--- src/rtl/cfa_pass_sequencer.sv ---
// Multi-pass raster sequencer for the CFA demosaic datapath: issues read addresses and
// Bayer phase per pass, and emits latency-aligned per-channel write strobes.
module cfa_pass_sequencer #(
  parameter int ROW_W      = 11,
  parameter int COL_W      = 11,
  parameter int ADDR_W     = 17,
  parameter int NUM_PASSES = 3,
  parameter int NUM_CH     = 3,
  parameter int PIPE_LAT   = 3
) (
  input  logic                         clk,
  input  logic                         rst,
  input  logic                         start,
  input  logic                         abort,
  input  logic                         stall,
  input  logic [ROW_W-1:0]             row_max,
  input  logic [COL_W-1:0]             col_max,
  input  logic [1:0]                   pattern_sel,
  input  logic [NUM_PASSES*3*NUM_CH-1:0] wen_mask,
  output logic [ADDR_W-1:0]            rd_addr,
  output logic                         rd_valid,
  output logic [ROW_W-1:0]             row,
  output logic [COL_W-1:0]             col,
  output logic [1:0]                   bayer_sym,
  output logic [1:0]                   pass_idx,
  output logic                         pass_start,
  output logic [ADDR_W-1:0]            wr_addr,
  output logic [1:0]                   wr_sym,
  output logic [NUM_CH-1:0]            wr_en,
  output logic                         busy,
  output logic                         done
);

  // state  | meaning
  // S_IDLE | waiting for start, outputs inactive
  // S_SCAN | issuing one pixel per unstalled cycle
  // S_DRAIN| no issue, waiting for the delay pipeline to empty
  typedef enum logic [1:0] {S_IDLE, S_SCAN, S_DRAIN} state_t;

  localparam int MASK_W = NUM_PASSES * 3 * NUM_CH;
  localparam logic [1:0] LAST_PASS = 2'(NUM_PASSES - 1);

  state_t              state_q, state_d;
  logic [ROW_W-1:0]    row_q, row_d, row_max_q, row_max_d;
  logic [COL_W-1:0]    col_q, col_d, col_max_q, col_max_d;
  logic [ADDR_W-1:0]   rd_addr_q, rd_addr_d;
  logic [1:0]          pass_q, pass_d, pat_q, pat_d;
  logic [MASK_W-1:0]   mask_q, mask_d;
  logic                done_q, done_d;

  logic                pv_q [PIPE_LAT];
  logic                pv_d [PIPE_LAT];
  logic [ADDR_W-1:0]   pa_q [PIPE_LAT];
  logic [ADDR_W-1:0]   pa_d [PIPE_LAT];
  logic [1:0]          ps_q [PIPE_LAT];
  logic [1:0]          ps_d [PIPE_LAT];
  logic [1:0]          pp_q [PIPE_LAT];
  logic [1:0]          pp_d [PIPE_LAT];

  logic                issue, last_pix, drain_empty;
  logic [1:0]          sym_cur;
  logic [NUM_CH-1:0]   sel_mask;

  // Abort wins over issue so an aborted cycle never launches a read it cannot complete.
  assign issue    = (state_q == S_SCAN) && !stall && !abort;
  assign last_pix = (row_q == row_max_q) && (col_q == col_max_q);

  // pattern_sel encodes the red site as {row parity, col parity}; green sits on the
  // opposite diagonal parity, blue shares red's diagonal.
  always_comb begin
    sym_cur = 2'b01;
    if ((row_q[0] ^ col_q[0]) == (pat_q[1] ^ pat_q[0])) begin
      sym_cur = (row_q[0] == pat_q[1]) ? 2'b10 : 2'b11;
    end
  end

  // The tail may still hold data: it leaves on this cycle's shift.
  always_comb begin
    drain_empty = 1'b1;
    for (int i = 0; i < PIPE_LAT - 1; i++) begin
      if (pv_q[i]) drain_empty = 1'b0;
    end
  end

  always_comb begin
    state_d   = state_q;
    row_d     = row_q;
    col_d     = col_q;
    rd_addr_d = rd_addr_q;
    pass_d    = pass_q;
    row_max_d = row_max_q;
    col_max_d = col_max_q;
    pat_d     = pat_q;
    mask_d    = mask_q;
    done_d    = 1'b0;
    pv_d      = pv_q;
    pa_d      = pa_q;
    ps_d      = ps_q;
    pp_d      = pp_q;

    if (abort) begin
      state_d   = S_IDLE;
      row_d     = '0;
      col_d     = '0;
      rd_addr_d = '0;
      pass_d    = '0;
      for (int i = 0; i < PIPE_LAT; i++) pv_d[i] = 1'b0;
    end else begin
      if (!stall) begin
        pv_d[0] = issue;
        pa_d[0] = rd_addr_q;
        ps_d[0] = sym_cur;
        pp_d[0] = pass_q;
        for (int i = 1; i < PIPE_LAT; i++) begin
          pv_d[i] = pv_q[i-1];
          pa_d[i] = pa_q[i-1];
          ps_d[i] = ps_q[i-1];
          pp_d[i] = pp_q[i-1];
        end
      end

      case (state_q)
        S_IDLE: begin
          if (start) begin
            state_d   = S_SCAN;
            row_d     = '0;
            col_d     = '0;
            rd_addr_d = '0;
            pass_d    = '0;
            row_max_d = row_max;
            col_max_d = col_max;
            pat_d     = pattern_sel;
            mask_d    = wen_mask;
          end
        end
        S_SCAN: begin
          if (!stall) begin
            rd_addr_d = rd_addr_q + ADDR_W'(1);
            if (col_q == col_max_q) begin
              col_d = '0;
              row_d = row_q + ROW_W'(1);
            end else begin
              col_d = col_q + COL_W'(1);
            end
            if (last_pix) begin
              state_d   = S_DRAIN;
              row_d     = '0;
              col_d     = '0;
              rd_addr_d = '0;
            end
          end
        end
        S_DRAIN: begin
          if (!stall && drain_empty) begin
            if (pass_q != LAST_PASS) begin
              pass_d  = pass_q + 2'd1;
              state_d = S_SCAN;
            end else begin
              pass_d  = '0;
              state_d = S_IDLE;
              done_d  = 1'b1;
            end
          end
        end
        default: state_d = S_IDLE;
      endcase
    end
  end

  always_ff @(posedge clk) begin
    if (rst) begin
      state_q   <= S_IDLE;
      row_q     <= '0;
      col_q     <= '0;
      rd_addr_q <= '0;
      pass_q    <= '0;
      row_max_q <= '0;
      col_max_q <= '0;
      pat_q     <= '0;
      mask_q    <= '0;
      done_q    <= 1'b0;
      for (int i = 0; i < PIPE_LAT; i++) begin
        pv_q[i] <= 1'b0;
        pa_q[i] <= '0;
        ps_q[i] <= '0;
        pp_q[i] <= '0;
      end
    end else begin
      state_q   <= state_d;
      row_q     <= row_d;
      col_q     <= col_d;
      rd_addr_q <= rd_addr_d;
      pass_q    <= pass_d;
      row_max_q <= row_max_d;
      col_max_q <= col_max_d;
      pat_q     <= pat_d;
      mask_q    <= mask_d;
      done_q    <= done_d;
      pv_q      <= pv_d;
      pa_q      <= pa_d;
      ps_q      <= ps_d;
      pp_q      <= pp_d;
    end
  end

  always_comb begin
    sel_mask = '0;
    for (int p = 0; p < NUM_PASSES; p++) begin
      for (int s = 1; s <= 3; s++) begin
        if (pp_q[PIPE_LAT-1] == 2'(p) && ps_q[PIPE_LAT-1] == 2'(s)) begin
          sel_mask = mask_q[(p*3 + s - 1)*NUM_CH +: NUM_CH];
        end
      end
    end
    wr_en = (pv_q[PIPE_LAT-1] && !stall) ? sel_mask : '0;
  end

  assign rd_valid   = issue;
  assign rd_addr    = rd_addr_q;
  assign row        = row_q;
  assign col        = col_q;
  assign bayer_sym  = (state_q == S_SCAN) ? sym_cur : 2'b00;
  assign pass_idx   = pass_q;
  assign pass_start = issue && (row_q == '0) && (col_q == '0);
  assign wr_addr    = pa_q[PIPE_LAT-1];
  assign wr_sym     = ps_q[PIPE_LAT-1];
  assign busy       = (state_q != S_IDLE);
  assign done       = done_q;

endmodule

--- config.mk ---
export PLATFORM = sky130hd
export DESIGN_NAME = cfa_pass_sequencer
export DESIGN_NICKNAME = d
export VERILOG_FILES = /design/src/rtl/cfa_pass_sequencer.sv
export SDC_FILE = /design/constraint.sdc
export NUM_CORES = 1
export LEC_CHECK = 0
export ABC_AREA = 1
export BUFFER_PORTS_ARGS = -buffer_cell sky130_fd_sc_hd__buf_2
export CELL_PAD_IN_SITES_DETAIL_PLACEMENT = 0
export CELL_PAD_IN_SITES_GLOBAL_PLACEMENT = 1
export CORE_MARGIN = 4
export CORE_UTILIZATION = 35
export DETAILED_ROUTE_END_ITERATION = 10
export GPL_TIMING_DRIVEN = 0
export PLACE_DENSITY = 0.82
export SLEW_MARGIN = 20
export SYNTH_ARGS = -nofsm -noshare
export SYNTH_HDL_FRONTEND = slang
export SYNTH_SLANG_ARGS = --single-unit
--- constraint.sdc ---
create_clock -name clk -period 1.65 [get_ports clk]
set_input_delay 0.33 -clock clk [delete_from_list [all_inputs] [get_ports clk]]
set_output_delay 0.33 -clock clk [all_outputs]
set_load 0.1 [all_outputs]
==> flow_summary.yaml <==
status:
  status: "finished, violations left"
  violations: "negative setup slack"
pwr:
  p_leak_nw: 4.53
  p_sw_share_pct: 29.4
  powerDensity_nw_per_um2: 956
  vdd_drop_max_mv: 0.682
  p_seq_share_pct: 41.9
  p_clk_share_pct: 42.2
  p_switching_w: 0.00293
  pwr-share-comb_pct: 16.0
  intPower_w: 0.00702
final_layout:
  layout.nets: 1264
  final_area_sq_um: 10400
  seq_area_sq_um: 3350
  layout_commonest_cell: "nor2_1"
  fillers: 1890
  area_growth_pct: 45.8
  multi_input_area_sq_um: 4000
  drive_above_1_share_pct: 37.7
  final_cell_mix: "206 x nor2_1, 123 x o21ai_0, 118 x dfxtp_1, 108 x nand2_1, 98 x buf_2"
cts:
  clockBufferDepth: 2
  cts.sink_count: 161
  insertion_delay_ps: 440
  htreeDepth: 4
  clk_pin_slew_ps: 70
  tritoncts: "done"
  tritoncts.num_buffers: 17
  ctsRootBufferMaster: "clkbuf_16"
detailed_routing:
  drcViolationCount: 0
  drt_pass1_iterations: 5
  first_iter_violations: 421
  ant_nets: 0
  wl_per_cell_um: 15.1
  vias_per_cell: 4.85
  vias: 7191
  wl_um: 22500
yosys:
  synth-edff-count: 0
  syn_avg_cell_area_sq_um: 7.12
  synth_nets: 1064
  ys.flop_type: "dfxtp_1"
  async_reset_ff_share_pct: 0
  synthAdderAreaFrac_pct: 0.876
  synth_compound_area_share_pct: 14.0
  synth-seq-cells: 161
  syn_area_sq_um: 7140
  synth_seq_area_share_pct: 45.1
  muxShareOfSynthArea_pct: 0
  synth_top_family_by_area: "simple AND/OR/NAND/NOR gates"
  synth_xor_xnor_area_share_pct: 2.94
  ys_types: 33
  synthSimpleGateAreaFrac_pct: 27.9
  syn_inst: 1003
  ys_warn_count: 0
timing:
  relSlewSlack_pct: 53.0
  rsz0062_at_grt: "true"
  worst_slew_pin_slew_ps: 704
  fmax_mhz: 450
  setup_viol: 41
  hold_viol: 0
  setup_slack_ps: -571
  period_share_pct: 135
  fin_worst_skew_ps: 16.5
  whs_ps: 118
  slew_violations: 0
  min_period_ps: 2220
grt:
  gr-usage-met1_pct: 26.2
  grt_pass1_vias: 6722
  grt-ovfl-total: 0
  grt.busiest_layer: "met2"
  grt_use_total_pct: 19.4
  grtUsageMet3_pct: 4.22
  use_met2_pct: 31.3
  grt_max_degree: 17
  grt_pass1_wl_um: 34500
  antenna_found_initial: 0
die:
  floorplan.initialDensity_pct: 36.1
  dieArea_sq_um: 22800
  die_w_um: 151
  boundaryPins: 125
  rows: 51
  die_y_um: 151
  core_sq_um: 19800
placement:
  detailed_place_hpwl_um: 15700
  gp_congestion: 0.864
  pre_cts_ws_ps: -747
  placed_area_sq_um: 8350
  portBuffers: 123
hold_path:
  holdPathStages: 3
  holdPathEnd: "mask_q[6]$_SDFFE_PP0P_"
  hp-class: "input port to flop"
  min_from: "wen_mask[6]"
critical_path:
  cp_max_fo: 4
  reg2reg_to: "rd_addr[5]$_SDFFE_PP0P_"
  start_kind: "flop"
  worstSetupEndpointType: "primary output"
  crit_required_ps: 1320
  arrival_ps: 1890
  r2r_slack_ps: -190
  reg2reg_from: "row[0]$_SDFFE_PP0P_"
  ff2ff_path_depth: 16
  crit_type: "flop to primary output"
run:
  maxCapViolCount: 0
## final cells by class
type	instances	share of cell area [%]
Multi-Input combinational cell	692	38.5
Sequential cell	161	32.2
Timing Repair Buffer	181	13.0
Clock buffer	19	4.46
Buffer	61	3.65
Inverter	89	3.46
Tap cell	265	3.19
Clock inverter	13	1.51
Antenna cell	2	0.0481
## critical path: stages (launching register included)
cell	delay, ps
dfxtp_4	350
buf_8	130
clkinv_4	50
ha_4	130
nand3_4	80
nor3_4	150
nand3_2	120
nor3_4	250
buf_12	200
## timing repair
item	CTS	global route
buffers inserted	33	28
gates cloned	3	0
endpoints found under the setup margin	102	108
pin swaps	27	59
gates resized for setup	124	155
hold buffers	0	0
## synth_stat cells, types with 3 or more instances
library cell  instances  area [sq um]
nand2_2               5          31.3
xor2_1               14           123
a31oi_1               3          18.8
nor4_1                6          37.5
o21ai_0             131           656
clkbuf_1             34           128
nor3_1               16          80.1
dfxtp_1             161          3220
a211oi_1              3          22.5
nor3_2                4          40.0
ha_1                  5          62.6
xnor2_1              10          87.6
nor2_1              238           893
buf_4                20           150
nor2_2               16           100
nand4_1              14          87.6
inv_2                 7          26.3
nand3_1              30           150
nand2_1             135           507
buf_2                 4          20.0
o21ai_1               3          15.0
a21oi_1              48           240
o211ai_1              4          30.0
inv_1                81           304
## logic make-up (layout without fill, tap and decap cells)
family                   count (synthesis)  count (layout)
AO/OA/AOI/OAI                          194             194
XOR/XNOR                                24              24
adder cells (fa/ha/maj)                  5               5
buffers and inverters                  150             363
flip-flops                             161             161
other                                    0               2
AND/OR/NAND/NOR                        469             469
## metal layers
metal	wire (um)	share of wire, %
met1	10200	45
met2	10700	47
met3	1320	5.9
met4	303	1.3
met5	0	0
## worst max-delay path by stage
stage          slack (ps)    endpoint            startpoint  depth (start not counted)
2_1_floorplan        -560  pass_start   row[0]$_SDFFE_PP0P_                          7
3_3_place_gp         -740  pass_start                 stall                          7
3_5_place_dp         -750  pass_start                 stall                          7
4_1_cts              -570    wr_en[2]  pp_q[1]$_SDFFE_PP0P_                          9
5_1_grt              -640  pass_start   row[0]$_SDFFE_PP0P_                          8
6_report             -570  pass_start   row[0]$_SDFFE_PP0P_                          8
## state kept, by name, indices dropped and copies added (netlist names)
register	count
done	1
row_max_q	11
pass_idx	2
ps_q	4
pat_q	2
pp_q	6
col	11
rd_addr	17
mask_q	27
pv_q	3
wr_sym	2
wr_addr	17
state_q	2
pa_q	34
row	11
col_max_q	11
## through the flow
stage | instances | total power (W) | TNS (ps) | util (%)
finish | 1483 | 0.00995 | -6230 | 52.6
global route | 1481 | 0.0103 | -10130 | 52.6
CTS | 1458 | 0.00989 | -5630 | 49.3
detailed placement | 1391 | 0.00546 | -20820 | 42.2
global placement | 1391 | 0.00545 | -20720 | 42.2
floorplan | 1003 | 0.00513 | -2380 | -
## power groups by stage
stage          Clock [W]  Combinational [W]  Sequential, W
2_1_floorplan          0           0.000876        0.00425
3_3_place_gp           0            0.00121        0.00424
3_5_place_dp           0            0.00122        0.00424
4_1_cts          0.00426            0.00147        0.00416
5_1_grt          0.00441            0.00173        0.00419
6_report         0.00420            0.00159        0.00416
No activity file was read; power rests on OpenSTA's default activity.
